## config.mk

```make
export PLATFORM = sky130hd
export DESIGN_NAME = mux4_rr_sched
export DESIGN_NICKNAME = d
export VERILOG_FILES = /design/src/rtl/mux4_rr_sched_pkg.sv /design/src/rtl/mux4_rr_sched_rr_pick4.sv /design/src/rtl/mux4_rr_sched.sv
export SDC_FILE = /design/constraint.sdc
export NUM_CORES = 1
export LEC_CHECK = 0
export CORE_MARGIN = 3
export CORE_UTILIZATION = 44
export CTS_BUF_LIST = sky130_fd_sc_hd__clkbuf_8
export DETAILED_ROUTE_END_ITERATION = 10
export PLACE_DENSITY = 0.87
export RECOVER_POWER = 50
export SLEW_MARGIN = 25
export SYNTH_ARGS = -nofsm -noshare
export SYNTH_HDL_FRONTEND = slang
export SYNTH_SLANG_ARGS = --single-unit
```

## constraint.sdc

```tcl
create_clock -name clk -period 2.34 [get_ports clk]
set_clock_uncertainty 0.05 [all_clocks]
set_input_delay 0.234 -clock clk [delete_from_list [all_inputs] [get_ports clk]]
set_output_delay 0.234 -clock clk [all_outputs]
set_load 0.005 [all_outputs]
```

## src/rtl/mux4_rr_sched_pkg.sv

```systemverilog
// Shared types and helpers for the mux4_rr_sched round-robin scheduler.
// Optional feature macro: MUX4_RR_SCHED_LOCK_EN (adds the lock input).
package mux4_rr_sched_pkg;

    // Number of requesters sharing the mux; the 2-bit select and pointer assume 4.
    localparam int NREQ = 4;

    // IDLE: no word on the output. BUSY: a word is held until the sink takes it.
    typedef enum logic {
        IDLE = 1'b0,
        BUSY = 1'b1
    } state_t;

    // Decode a 2-bit requester index into a 4-bit one-hot vector.
    function automatic logic [NREQ-1:0] onehot2(input logic [1:0] idx);
        onehot2 = 4'b0001 << idx;
    endfunction

endpackage

```

## src/rtl/mux4_rr_sched_rr_pick4.sv

```systemverilog
// rr_pick4: combinational round-robin picker over four requests.
// Searches ptr, ptr+1, ptr+2, ptr+3 (2-bit wrap) and returns the first set request.
// Used with MUX4_RR_SCHED_LOCK_EN both defined and undefined; it has no lock port.
module rr_pick4
    import mux4_rr_sched_pkg::*;
(
    input  logic [NREQ-1:0] req_i,
    input  logic [1:0]      ptr_i,
    output logic            found_o,
    output logic [1:0]      idx_o
);

    // Priority search: walk the offsets from lowest to highest priority so the
    // last hit written, i.e. the one closest to ptr, is the one that sticks.
    always_comb begin
        logic [1:0] cand;
        // NOTE: every output of a combinational block gets a default before any
        // conditional assignment, otherwise the tool infers a latch to hold it.
        found_o = 1'b0;
        idx_o   = ptr_i;
        cand    = ptr_i;
        for (int k = NREQ - 1; k >= 0; k--) begin
            cand = ptr_i + 2'(k);
            if (req_i[cand]) begin
                found_o = 1'b1;
                idx_o   = cand;
            end
        end
    end

endmodule

```

## src/rtl/mux4_rr_sched.sv

```systemverilog
// mux4_rr_sched: round-robin scheduler sharing one 4:1 data mux between four
// requesters, with a registered valid/ready output stage.
// Optional feature macro: MUX4_RR_SCHED_LOCK_EN adds a 'lock' input; an accept
// with lock=1 keeps the pointer on the served requester and does not mask it,
// so a still-requesting winner is served again on the next transfer (burst).
module mux4_rr_sched
    import mux4_rr_sched_pkg::*;
#(
    parameter int DW = 3
) (
    input  logic            clk,
    input  logic            rst_n,
`ifdef MUX4_RR_SCHED_LOCK_EN
    input  logic            lock,
`endif
    input  logic [NREQ-1:0] req,
    input  logic [DW-1:0]   i0,
    input  logic [DW-1:0]   i1,
    input  logic [DW-1:0]   i2,
    input  logic [DW-1:0]   i3,
    output logic [NREQ-1:0] gnt,
    output logic            s1,
    output logic            s0,
    output logic            out_valid,
    input  logic            out_ready,
    output logic [DW-1:0]   out_data
);

    state_t          state_q, state_d;
    logic [1:0]      ptr_q, ptr_d;
    logic [1:0]      sel_q, sel_d;
    logic [DW-1:0]   data_q, data_d;
    logic            valid_q, valid_d;

    logic            accept;
    logic            lock_acc;
    logic [NREQ-1:0] pick_req;
    logic [1:0]      pick_ptr;
    logic            pick_found;
    logic [1:0]      pick_idx;
    logic [DW-1:0]   pick_data;

    // A transfer completes whenever the held word meets a ready sink.
    assign accept = valid_q & out_ready;

`ifdef MUX4_RR_SCHED_LOCK_EN
    assign lock_acc = accept & lock;
`else
    assign lock_acc = 1'b0;
`endif

    // Choose what the single picker arbitrates over: fresh requests from ptr in
    // IDLE, or the remaining requests from just past the winner on an accept.
    always_comb begin
        pick_req = req;
        pick_ptr = ptr_q;
        if (state_q == BUSY) begin
            if (lock_acc) begin
                pick_req = req;
                pick_ptr = sel_q;
            end else begin
                pick_req = req & ~onehot2(sel_q);
                pick_ptr = sel_q + 2'd1;
            end
        end
    end

    rr_pick4 u_pick (
        .req_i   (pick_req),
        .ptr_i   (pick_ptr),
        .found_o (pick_found),
        .idx_o   (pick_idx)
    );

    // The shared 4:1 data mux, steered by the candidate winner.
    always_comb begin
        pick_data = i0;
        case (pick_idx)
            2'd0:    pick_data = i0;
            2'd1:    pick_data = i1;
            2'd2:    pick_data = i2;
            default: pick_data = i3;
        endcase
    end

    // Next-state and output-register logic for the IDLE/BUSY scheduler.
    always_comb begin
        state_d = state_q;
        ptr_d   = ptr_q;
        sel_d   = sel_q;
        data_d  = data_q;
        valid_d = valid_q;
        case (state_q)
            IDLE: begin
                if (pick_found) begin
                    sel_d   = pick_idx;
                    data_d  = pick_data;
                    valid_d = 1'b1;
                    state_d = BUSY;
                end
            end
            BUSY: begin
                // Without an accept everything holds: no re-arbitration under backpressure.
                if (accept) begin
                    ptr_d = lock_acc ? sel_q : sel_q + 2'd1;
                    if (pick_found) begin
                        sel_d  = pick_idx;
                        data_d = pick_data;
                    end else begin
                        valid_d = 1'b0;
                        state_d = IDLE;
                    end
                end
            end
            default: begin
                valid_d = 1'b0;
                state_d = IDLE;
            end
        endcase
    end

    // State and output registers; reset clears the in-flight word immediately.
    always_ff @(posedge clk or negedge rst_n) begin
        if (!rst_n) begin
            state_q <= IDLE;
            ptr_q   <= 2'd0;
            sel_q   <= 2'd0;
            data_q  <= '0;
            valid_q <= 1'b0;
        end else begin
            // NOTE: sequential state uses non-blocking assignments so every
            // register samples pre-edge values regardless of statement order.
            state_q <= state_d;
            ptr_q   <= ptr_d;
            sel_q   <= sel_d;
            data_q  <= data_d;
            valid_q <= valid_d;
        end
    end

    // Acceptance strobe is combinational so the requester sees it in the accept cycle.
    assign gnt       = accept ? onehot2(sel_q) : '0;
    assign s1        = sel_q[1];
    assign s0        = sel_q[0];
    assign out_valid = valid_q;
    assign out_data  = data_q;

endmodule

```

Word-level counts from Yosys, hierarchy flattened. Index checks and enable logic that the tools add are counted.

Register bits: 9. Latch bits: 0. RAM bits: 0. Bits in read-only memories: 0. Input port bits: 19. Output and inout bits: 10. Memories kept: 0.

$add $sub $neg: 4. Multiply operators: 0. Divide/modulo/power cells: 0. Magnitude comparators: 4. Equal/unequal tests: 5. Shift-type cells: 1. Muxes and demuxes: 33. Bitwise gates (word level): 4. Reduce and logical (&&, ||, !) cells: 3.

Operator list (number): $mux W2 (7); $mux W1 (13); $lt A2 B3 Y1 const B (4); $pmux W3 S3 (1); $bmux W1 S2 (4); $mux W4 (2); $mux W3 (2); $pmux W3 S2 (1); $add A2 B1 Y2 const B (2); $add A2 B2 Y2 const B (2); $and A4 B4 Y4 (1); $ne A2 B2 Y1 const B (2); $not A4 Y4 (1); $pmux W1 S2 (2); $pmux W2 S2 (1); $shl A1 B2 Y4 const A (1); $reduce_and A3 Y1 (1); $eq A2 B1 Y1 const B (1); $eq A2 B2 Y1 const B (1); $logic_not A2 Y1 (1); $ne A2 B1 Y1 const B (1); $reduce_and A2 Y1 (1); $and A1 B1 Y1 (1); $not A1 Y1 (1).

Longest topological paths before layout. Gate-level depths: netlist (run 1).

Depth in word-level cells: 15. Depth in mapped cells: 8.

By module. From an unflattened synthesis (run 1), not the netlist that was laid out.

Cells, all modules: 62. Area total of the unflattened synthesis: 663.1 um^2.

By module, submodules not included: mux4_rr_sched (instances 1, cells each 46, area each 563.0 um^2); rr_pick4 (instances 1, cells each 16, area each 100.1 um^2).

Least setup slack after synthesis (run 1). Ideal clock, no wire load.

Kind: register to register. Start: register sel_q[0]. End: register data_q[0], in the netlist out_data[0]. Setup time: 90 ps. Data arrival time: 1984 ps. Data required time: 2200 ps. Setup slack: 216 ps. Stages on the path, launching flop included: 9. Buffers on the path: 0. Cells stage by stage: dfrtp_1 inv_1 ha_1 mux2_4 nor3b_4 nor4_2 nor2b_1 or2_4 o221ai_1.

Longest elaborated chain between the ends: 15.

Ends and longest elaborated chain: start: declaration (RTL line mux4_rr_sched.sv:31) `logic [1:0] sel_q, sel_d;`; start signal: assignment (RTL line mux4_rr_sched.sv:135) `sel_q <= sel_d;`; parallel branches: the longest is 12 deep, another holds $add A2 B1 Y2; $mux W3 (*) (RTL line mux4_rr_sched.sv:95, mux4_rr_sched.sv:106); $mux W3 (RTL line mux4_rr_sched.sv:104) `if (accept) begin`; $pmux W3 S2 (*) (RTL line mux4_rr_sched.sv:93) `case (state_q)`; end signal: assignment (RTL line mux4_rr_sched.sv:136) `data_q <= data_d;`; end: declaration (RTL line mux4_rr_sched.sv:32) `logic [DW-1:0] data_q, data_d;`.

Every way passes the cells marked *. The select of a mux whose other input is x is not followed. A chain may end at the register's enable or synchronous reset.

Worst setup path in the final report (run 1).
Start: register sel_q[0]. End: register data_q[1], in the netlist out_data[1].

Same word-level chain as after synthesis.

==> impl_metrics.xml, run 1 <==
<?xml version="1.0" encoding="UTF-8"?>
<metrics>
  <group name="status">
    <metric name="outcome" unit="">finished clean</metric>
  </group>
  <group name="cts">
    <metric name="cts.path.max_buffers" unit="">2</metric>
    <metric name="cts_root_buf" unit="">clkbuf_8</metric>
    <metric name="tritoncts_clock_tree" unit="">yes</metric>
    <metric name="cts.sinks" unit="">9</metric>
    <metric name="cts_buffers" unit="">3</metric>
    <metric name="cts_hold_buf" unit="">0</metric>
    <metric name="cts.htree.levels" unit="">1</metric>
    <metric name="clkLatencyLatePin" unit="ns">0.23</metric>
    <metric name="cts.clk_slew.worst_paths" unit="ns">0.05</metric>
  </group>
  <group name="synthesis">
    <metric name="netlist_area" unit="sq um">739</metric>
    <metric name="synth_edf_count" unit="">0</metric>
    <metric name="gate_count_after_technology_mapping" unit="">79</metric>
    <metric name="yosys_warnings" unit="">0</metric>
    <metric name="top_cells_by_count_synth" unit="">dfrtp_1 (9), nand2_1 (9), mux2i_1 (7)</metric>
    <metric name="synth_area_leaders" unit="">dfrtp_1 (30%), mux2i_1 (9.5%), ha_1 (6.8%), o221ai_1 (5.9%), nand2_1 (4.6%)</metric>
    <metric name="postSynthNetCount" unit="">102</metric>
    <metric name="async_reset_ff_share" unit="%">100</metric>
    <metric name="synth.yosys.seq_area_share" unit="%">30.5</metric>
    <metric name="yosysTopAreaCell" unit="">dfrtp_1</metric>
    <metric name="synth.distinct_cells" unit="">29</metric>
    <metric name="postSynthRegisterBits" unit="">9</metric>
    <metric name="synthesis.area_per_instance" unit="sq um">9.36</metric>
    <metric name="synthDominantCellAreaShare" unit="%">30.5</metric>
    <metric name="yosys_most_used_dff" unit="">dfrtp_1</metric>
  </group>
  <group name="timing">
    <metric name="hold_viol_final" unit="">0</metric>
    <metric name="worst_slack" unit="ns">0.119</metric>
    <metric name="final.setup.tns" unit="ns">0</metric>
    <metric name="post-route-period-util" unit="%">94.9</metric>
    <metric name="max_freq" unit="GHz">0.450</metric>
    <metric name="setup_viol_count_final" unit="">0</metric>
    <metric name="min_clock_period_post_route" unit="ns">2.22</metric>
    <metric name="pins_over_their_slew_limit" unit="">0</metric>
    <metric name="rsz0062_at_grt" unit="">false</metric>
    <metric name="worst_pin_slew" unit="ns">0.446</metric>
    <metric name="timing.slew.headroom" unit="%">70.2</metric>
  </group>
  <group name="pwr">
    <metric name="design_power_total" unit="W">0.00119</metric>
    <metric name="worst_ir_drop_on_vdd" unit="mV">0.712</metric>
    <metric name="p_leak" unit="nW">0.514</metric>
    <metric name="power.density" unit="nW/um^2">1090</metric>
  </group>
  <group name="global_routing">
    <metric name="antenna_violations_before_repair" unit="">0</metric>
    <metric name="globalRoute.busiestLayer" unit="">met2</metric>
    <metric name="global_route.overflow_total" unit="">0</metric>
    <metric name="global_route.usage.met2" unit="%">30.9</metric>
    <metric name="grt_pass1_wl" unit="mm">2.88</metric>
    <metric name="grt_pass1_vias" unit="">658</metric>
    <metric name="global_route.usage.met1" unit="%">22.9</metric>
    <metric name="global_route.usage.total" unit="%">18.6</metric>
    <metric name="use_met3" unit="%">4.98</metric>
    <metric name="grt_max_degree" unit="">13</metric>
  </group>
  <group name="setup_path">
    <metric name="crit-reg2reg-launch" unit="">sel_q[0]$_DFFE_PN0P_</metric>
    <metric name="crit-reg2reg-capture" unit="">out_data[1]$_DFFE_PN0P_</metric>
    <metric name="worst-path-max-fanout" unit="">6</metric>
    <metric name="timing.critical_path.from_type" unit="">flop</metric>
    <metric name="critPathArrivalTime" unit="ns">2.31</metric>
    <metric name="crit_chain" unit="">inv_1 -&gt; ha_1 -&gt; mux2_4 -&gt; nor3b_4 -&gt; nor4_2 -&gt; nor2b_1 -&gt; or2_4 -&gt; o221ai_1</metric>
    <metric name="timing.critical_path.slowest_stage_cell" unit="">dfrtp_2</metric>
    <metric name="timing.critical_path.required" unit="ns">2.43</metric>
    <metric name="worstPathBufferInverterCount" unit="">1</metric>
    <metric name="critPathCaptureType" unit="">flop</metric>
    <metric name="cpLargestDelayFamily" unit="">simple AND/OR/NAND/NOR gates</metric>
    <metric name="slack_of_the_worst_reg_to_reg_path" unit="ns">0.12</metric>
    <metric name="worst-r2r-cell-count" unit="">8</metric>
    <metric name="cp_slowest_stage_delay" unit="ns">0.43</metric>
    <metric name="worst-setup-path-type" unit="">flop to flop</metric>
  </group>
  <group name="layout">
    <metric name="postLayoutCellArea" unit="sq um">1090</metric>
    <metric name="multi_input_comb_area" unit="sq um">484</metric>
    <metric name="area.sequential" unit="sq um">226</metric>
    <metric name="n_fill_cell" unit="">113</metric>
    <metric name="nNetsFinal" unit="">136</metric>
    <metric name="area_delta_synth_final" unit="%">47.4</metric>
    <metric name="finalCoreUtilization" unit="%">70.7</metric>
    <metric name="antennaDiodeCount" unit="">0</metric>
    <metric name="fraction_of_final_layout_cells_with_drive_strength_greater_than_1" unit="%">14.3</metric>
  </group>
  <group name="routing">
    <metric name="wire_per_inst" unit="um">14.2</metric>
    <metric name="antenna_violating_nets_post_route" unit="">0</metric>
    <metric name="drc_violation_total_after_the_first_tritonroute_iteration" unit="">6</metric>
    <metric name="drt-pass1-iter-count" unit="">4</metric>
    <metric name="wl" unit="mm">1.81</metric>
    <metric name="vias" unit="">695</metric>
    <metric name="drcViolationCount" unit="">0</metric>
    <metric name="vias_per_cell" unit="">5.43</metric>
  </group>
  <group name="hold_path">
    <metric name="timing.hold.worst.class" unit="">input port to async pin</metric>
  </group>
  <group name="floorplan">
    <metric name="die_area" unit="sq um">2210</metric>
    <metric name="initial_utilization" unit="%">48.0</metric>
    <metric name="io_pins" unit="">29</metric>
    <metric name="coreArea" unit="sq um">1540</metric>
    <metric name="number_of_core_rows" unit="">14</metric>
    <metric name="die_height" unit="um">47.0</metric>
    <metric name="die_x" unit="um">47.0</metric>
  </group>
  <group name="placed_design">
    <metric name="gpl.final_weighted_congestion" unit="">0.837</metric>
    <metric name="portBuffers" unit="">28</metric>
    <metric name="dpl_cell_area" unit="sq um">1040</metric>
    <metric name="dpl.hpwl" unit="mm">1.45</metric>
    <metric name="dp_slack" unit="ns">0.123</metric>
  </group>
  <group name="run">
    <metric name="drv.max_cap_violation_count" unit="">0</metric>
  </group>
</metrics>
logic make-up after synthesis:
| family | after synthesis | share of synthesized area (%) |
|---|---|---|
| AND/OR/NAND/NOR | 35 | 28.8 |
| adder cells (fa/ha/maj) | 4 | 6.77 |
| AO/OA/AOI/OAI | 16 | 16.9 |
| buffers and inverters | 6 | 4.06 |
| flip-flops | 9 | 30.5 |
| multiplexers | 9 | 13.0 |
final cells by class:
class | count | share of cell area, %
multi-input cells | 64 | 44.4
repair buffers | 30 | 27.1
flip-flops and latches | 9 | 20.8
clock buffers | 3 | 3.79
well taps | 16 | 1.84
inverters | 5 | 1.72
clock inverters | 1 | 0.344
placed cells by master, fill, tap and decap left out, types with 2 or more instances in the layout:
| cell type | synthesis | final |
|---|---|---|
| a21bo_1 | 2 | 2 |
| a21boi_1 | 2 | 2 |
| and3_1 | 4 | 4 |
| buf_4 | 0 | 2 |
| clkbuf_8 | 0 | 3 |
| clkdlybuf4s50_1 | 0 | 25 |
| dfrtp_1 | 9 | 8 |
| dlygate4sd3_1 | 0 | 3 |
| ha_1 | 4 | 4 |
| inv_1 | 5 | 6 |
| mux2i_1 | 7 | 7 |
| nand2_1 | 9 | 9 |
| nand2b_1 | 3 | 3 |
| nand3_1 | 2 | 2 |
| nor2_1 | 5 | 5 |
| nor2b_1 | 2 | 2 |
| nor3_1 | 3 | 3 |
| o21ai_0 | 2 | 2 |
| o21ai_1 | 2 | 2 |
| o221ai_1 | 5 | 5 |
registers in the layout (all words and copies together), names as in the netlist:
| signal | flops |
|---|---|
| out_data | 3 |
| out_valid | 1 |
| ptr_q | 2 |
| sel_q | 2 |
| state_q | 1 |
power breakdown:
group	internal, W	total [W]	switching [W]
Sequential	0.000223	0.000275	0.0000519
Clock	0.000114	0.000175	0.0000611
Combinational	0.000397	0.000737	0.000340
how the worst max path moves through the flow:
stage | startpoint | to | slack, ns | cells past startpoint
6_report | sel_q[0]$_DFFE_PN0P_ | out_data[1]$_DFFE_PN0P_ | 0.12 | 8
5_1_grt | sel_q[0]$_DFFE_PN0P_ | out_data[1]$_DFFE_PN0P_ | 0.005 | 8
4_1_cts | sel_q[1]$_DFFE_PN0P_ | out_data[1]$_DFFE_PN0P_ | 0.09 | 8
3_5_place_dp | sel_q[0]$_DFFE_PN0P_ | out_data[0]$_DFFE_PN0P_ | 0.12 | 8
3_3_place_gp | sel_q[1]$_DFFE_PN0P_ | out_data[1]$_DFFE_PN0P_ | 0.16 | 8
2_1_floorplan | sel_q[0]$_DFFE_PN0P_ | out_data[0]$_DFFE_PN0P_ | 0.22 | 8
per-layer routing:
metal	share of wire, %	vias to the layer above
met5	0	-
met4	0.88	0
met3	4.4	4
met2	51	16
met1	43	328
li1	-	347
through the flow:
| stage | hold slack, ns | std cells |
|---|---|---|
| 3_3_place_gp | 0.427 | 123 |
| 4_1_cts | 0.268 | 127 |
| 2_1_floorplan | -0.112 | 79 |
| 5_1_grt | 0.339 | 128 |
| 6_report | 0.329 | 128 |
| 3_5_place_dp | 0.426 | 123 |
worst register-to-register path: stages (launching register included):
cell,delay (ns)
dfrtp_2,0.43
inv_1,0.09
ha_1,0.24
mux2_4,0.30
nor3b_4,0.17
nor4_2,0.29
nor2b_1,0.10
or2_4,0.26
o221ai_1,0.20
timing repair:
action / in CTS / in global routing
endpoints found under the setup margin: 0 / 3
resized for setup: 0 / 1
setup buffers: 0 / 1
Note: power is estimated with default switching activity, not from simulation.
==> inputs of run 2 (changes only) <==
--- a/config.mk
+++ b/config.mk
@@ -5,11 +5,13 @@
 export SDC_FILE = /design/constraint.sdc
 export NUM_CORES = 1
 export LEC_CHECK = 0
+export ABC_AREA = 1
+export CAP_MARGIN = 20
 export CORE_MARGIN = 3
-export CORE_UTILIZATION = 44
+export CORE_UTILIZATION = 48
 export CTS_BUF_LIST = sky130_fd_sc_hd__clkbuf_8
 export DETAILED_ROUTE_END_ITERATION = 10
-export PLACE_DENSITY = 0.87
+export PLACE_DENSITY = 0.88
 export RECOVER_POWER = 50
 export SLEW_MARGIN = 25
 export SYNTH_ARGS = -nofsm -noshare
==> run 2 against run 1 <==
Against the previous run:
- routed wire length rose by 67%
- count of clock-buffer cells in the layout unchanged
- worst setup slack got worse by 0.029 ns
- synthesized cell count is 100% higher
==> impl_metrics.xml, run 2 <==
<?xml version="1.0" encoding="UTF-8"?>
<metrics>
  <group name="cts">
    <metric name="cts.sinks" unit="">9</metric>
    <metric name="clkLatencyLatePin" unit="ns">0.24</metric>
    <metric name="cts_root_buf" unit="">clkbuf_8</metric>
    <metric name="cts.path.max_buffers" unit="">2</metric>
    <metric name="cts_hold_buf" unit="">0</metric>
    <metric name="cts.htree.levels" unit="">1</metric>
    <metric name="cts_buffers" unit="">3</metric>
    <metric name="tritoncts_clock_tree" unit="">yes</metric>
    <metric name="cts.clk_slew.worst_paths" unit="ns">0.05</metric>
  </group>
  <group name="pwr">
    <metric name="p_leak" unit="nW">0.763</metric>
    <metric name="worst_ir_drop_on_vdd" unit="mV">0.372</metric>
    <metric name="power.density" unit="nW/um^2">291</metric>
  </group>
  <group name="layout">
    <metric name="antennaDiodeCount" unit="">0</metric>
    <metric name="fraction_of_final_layout_cells_with_drive_strength_greater_than_1" unit="%">21.4</metric>
    <metric name="final_common_cell" unit="">nand2_1</metric>
    <metric name="nNetsFinal" unit="">225</metric>
    <metric name="finalCoreUtilization" unit="%">79.2</metric>
    <metric name="mostFrequentLayoutCells" unit="">nand2_1 (60), clkdlybuf4s50_1 (25), inv_1 (21), nand3_1 (12)</metric>
    <metric name="n_fill_cell" unit="">124</metric>
    <metric name="postLayoutCellArea" unit="sq um">1430</metric>
    <metric name="largest_register_ffs" unit="">3</metric>
    <metric name="final-instance-count-excl-fill" unit="">226</metric>
    <metric name="area_delta_synth_final" unit="%">50.4</metric>
  </group>
  <group name="status">
    <metric name="outcome" unit="">finished clean</metric>
  </group>
  <group name="synthesis">
    <metric name="yosys_most_used_dff" unit="">dfrtp_1</metric>
    <metric name="synth.distinct_cells" unit="">18</metric>
    <metric name="synthesis.area_per_instance" unit="sq um">6.00</metric>
    <metric name="synth_area_leaders" unit="">nand2_1 (26%), dfrtp_1 (24%), inv_1 (8.7%), nand3_1 (6.3%), ha_1 (5.3%)</metric>
    <metric name="yosysTopAreaCell" unit="">nand2_1</metric>
    <metric name="gate_count_after_technology_mapping" unit="">158</metric>
    <metric name="postSynthNetCount" unit="">181</metric>
    <metric name="yosysMostFrequentCell" unit="">nand2_1</metric>
    <metric name="async_reset_ff_share" unit="%">100</metric>
    <metric name="top_cells_by_count_synth" unit="">nand2_1 (65), inv_1 (22), nand3_1 (12), dfrtp_1 (9), nor2_1 (8)</metric>
    <metric name="synthDominantCellAreaShare" unit="%">25.7</metric>
    <metric name="postSynthRegisterBits" unit="">9</metric>
    <metric name="synth_edf_count" unit="">0</metric>
    <metric name="yosys_warnings" unit="">0</metric>
    <metric name="netlist_area" unit="sq um">948</metric>
    <metric name="synth.yosys.seq_area_share" unit="%">23.7</metric>
  </group>
  <group name="floorplan">
    <metric name="number_of_core_rows" unit="">15</metric>
    <metric name="die_x" unit="um">50.5</metric>
    <metric name="coreArea" unit="sq um">1800</metric>
    <metric name="io_pins" unit="">29</metric>
    <metric name="die_area" unit="sq um">2550</metric>
    <metric name="initial_utilization" unit="%">52.6</metric>
    <metric name="die_height" unit="um">50.5</metric>
  </group>
  <group name="setup_path">
    <metric name="worst-setup-path-type" unit="">flop to flop</metric>
    <metric name="cp_common_cell" unit="">nand2_1</metric>
    <metric name="timing.critical_path.from_type" unit="">flop</metric>
    <metric name="critPathArrivalTime" unit="ns">2.33</metric>
    <metric name="crit_chain" unit="">inv_2 -&gt; ha_4 -&gt; nand2_1 -&gt; nand2_2 -&gt; nand2_1 -&gt; nand2_2 -&gt; nand2_2 -&gt; nand2_1 -&gt; inv_2 -&gt; nand2_1 -&gt; nand3_4 -&gt; buf_4 -&gt; nand4_1 -&gt; nand3_1 -&gt; nand2_1 -&gt; nand2_1</metric>
    <metric name="worst-path-max-fanout" unit="">5</metric>
    <metric name="cpLargestDelayFamily" unit="">simple AND/OR/NAND/NOR gates</metric>
    <metric name="worstPathBufferInverterCount" unit="">3</metric>
    <metric name="critPathCaptureType" unit="">flop</metric>
    <metric name="timing.critical_path.slowest_stage_cell" unit="">dfrtp_1</metric>
    <metric name="cp_slowest_stage_delay" unit="ns">0.40</metric>
    <metric name="timing.critical_path.required" unit="ns">2.42</metric>
  </group>
  <group name="global_routing">
    <metric name="grt_pass1_vias" unit="">1101</metric>
    <metric name="grt_pass1_wl" unit="mm">4.42</metric>
    <metric name="global_route.overflow_total" unit="">0</metric>
    <metric name="global_route.usage.total" unit="%">22.5</metric>
    <metric name="antenna_violations_before_repair" unit="">0</metric>
    <metric name="grt_max_degree" unit="">10</metric>
  </group>
  <group name="placed_design">
    <metric name="dpl.hpwl" unit="mm">2.06</metric>
    <metric name="gpl.final_weighted_congestion" unit="">0.841</metric>
    <metric name="dpl_cell_area" unit="sq um">1280</metric>
    <metric name="portBuffers" unit="">28</metric>
    <metric name="place_inst" unit="">214</metric>
  </group>
  <group name="routing">
    <metric name="drcViolationCount" unit="">0</metric>
    <metric name="drt-pass1-iter-count" unit="">5</metric>
    <metric name="wl" unit="mm">3.02</metric>
    <metric name="antenna_violating_nets_post_route" unit="">0</metric>
    <metric name="wire_per_inst" unit="um">13.4</metric>
    <metric name="vias_per_cell" unit="">5.24</metric>
    <metric name="vias" unit="">1184</metric>
    <metric name="drc_violation_total_after_the_first_tritonroute_iteration" unit="">63</metric>
  </group>
  <group name="timing">
    <metric name="hold_viol_final" unit="">0</metric>
    <metric name="timing.slew.headroom" unit="%">72.8</metric>
    <metric name="worst_pin_slew" unit="ns">0.406</metric>
    <metric name="pins_over_their_slew_limit" unit="">0</metric>
    <metric name="min_clock_period_post_route" unit="ns">2.25</metric>
    <metric name="setup_viol_count_final" unit="">0</metric>
    <metric name="final.setup.tns" unit="ns">0</metric>
    <metric name="post-route-period-util" unit="%">96.2</metric>
    <metric name="max_freq" unit="GHz">0.444</metric>
  </group>
  <group name="run">
    <metric name="drv.max_cap_violation_count" unit="">0</metric>
  </group>
  <group name="hold_path">
    <metric name="timing.hold.worst.class" unit="">input port to async pin</metric>
  </group>
</metrics>
-- run 2: cell types whose count changed in the layout (fill, tap and decap cells not counted), moves of 4 or more --
cell / previous run / this run
mux2i_1: 7 / 0
and3_1: 4 / 0
o221ai_1: 5 / 0
buf_4: 2 / 11
inv_1: 6 / 21
nand4_1: 0 / 5
inv_2: 0 / 7
nand3_1: 2 / 12
nand2_1: 9 / 60
nand2_2: 0 / 11
-- run 2: worst paths after layout --
check                                   startpoint  cells past startpoint  slack [ns]                 endpoint
min in group clk           out_data[1]$_DFFE_PN0P_                      2        0.43  out_data[1]$_DFFE_PN0P_
setup reg to reg              sel_q[1]$_DFFE_PN0P_                     16        0.09  out_data[1]$_DFFE_PN0P_
hold reg to reg            out_data[1]$_DFFE_PN0P_                      2        0.43  out_data[1]$_DFFE_PN0P_
setup / recovery              sel_q[1]$_DFFE_PN0P_                     16        0.09  out_data[1]$_DFFE_PN0P_
hold / removal                               rst_n                      1        0.31     ptr_q[0]$_DFFE_PN0P_
max in group asynchronous                    rst_n                      1        1.62        state_q$_DFF_PN0_
-- run 2: cell type report --
class	count	area [sq um]	area share [%]
Clock buffer	3	41.3	2.89
Multi-Input combinational cell	121	656	46.0
Tap cell	25	31.3	2.19
Clock inverter	1	3.75	0.263
Sequential cell	9	226	15.9
Inverter	27	101	7.11
Timing Repair Buffer	40	367	25.7
-- run 2: cells by family after synthesis --
kind of cell	Yosys count	share of synthesized area, %
adder cells (fa/ha/maj)	4	5.28
AO/OA/AOI/OAI	13	8.44
AND/OR/NAND/NOR	104	50.7
buffers and inverters	28	11.9
flip-flops	9	23.7
-- run 2: layer usage --
layer | track usage [%] | share of wire [%]
met5 | 0 | 0
met4 | 9.42 | 2.6
met3 | 3.56 | 8.7
met2 | 41.7 | 50
met1 | 25.0 | 39
-- run 2: where the power goes --
group,total [W],switching (W),internal [W]
Clock,0.000180,0.0000653,0.000115
Combinational,0.0000788,0.0000379,0.0000409
Sequential,0.000156,0,0.000156
Total,0.000415,0.000103,0.000312
-- run 2: per-stage QoR --
stage / hold WS (ns) / total power [W] / setup WS [ns]
after global placement: 0.438 / 0.000226 / 0.186
after detailed placement: 0.428 / 0.000229 / 0.0793
after CTS: 0.260 / 0.000403 / 0.0126
final: 0.314 / 0.000415 / 0.0899
after global routing: 0.353 / 0.000427 / -0.0608
after floorplan: -0.112 / 0.000189 / 0.264
-- run 2: what timing repair did --
| action | CTS | global route |
|---|---|---|
| setup buffers | 0 | 8 |
| setup endpoints to repair | 0 | 5 |
| gates resized for setup | 0 | 13 |
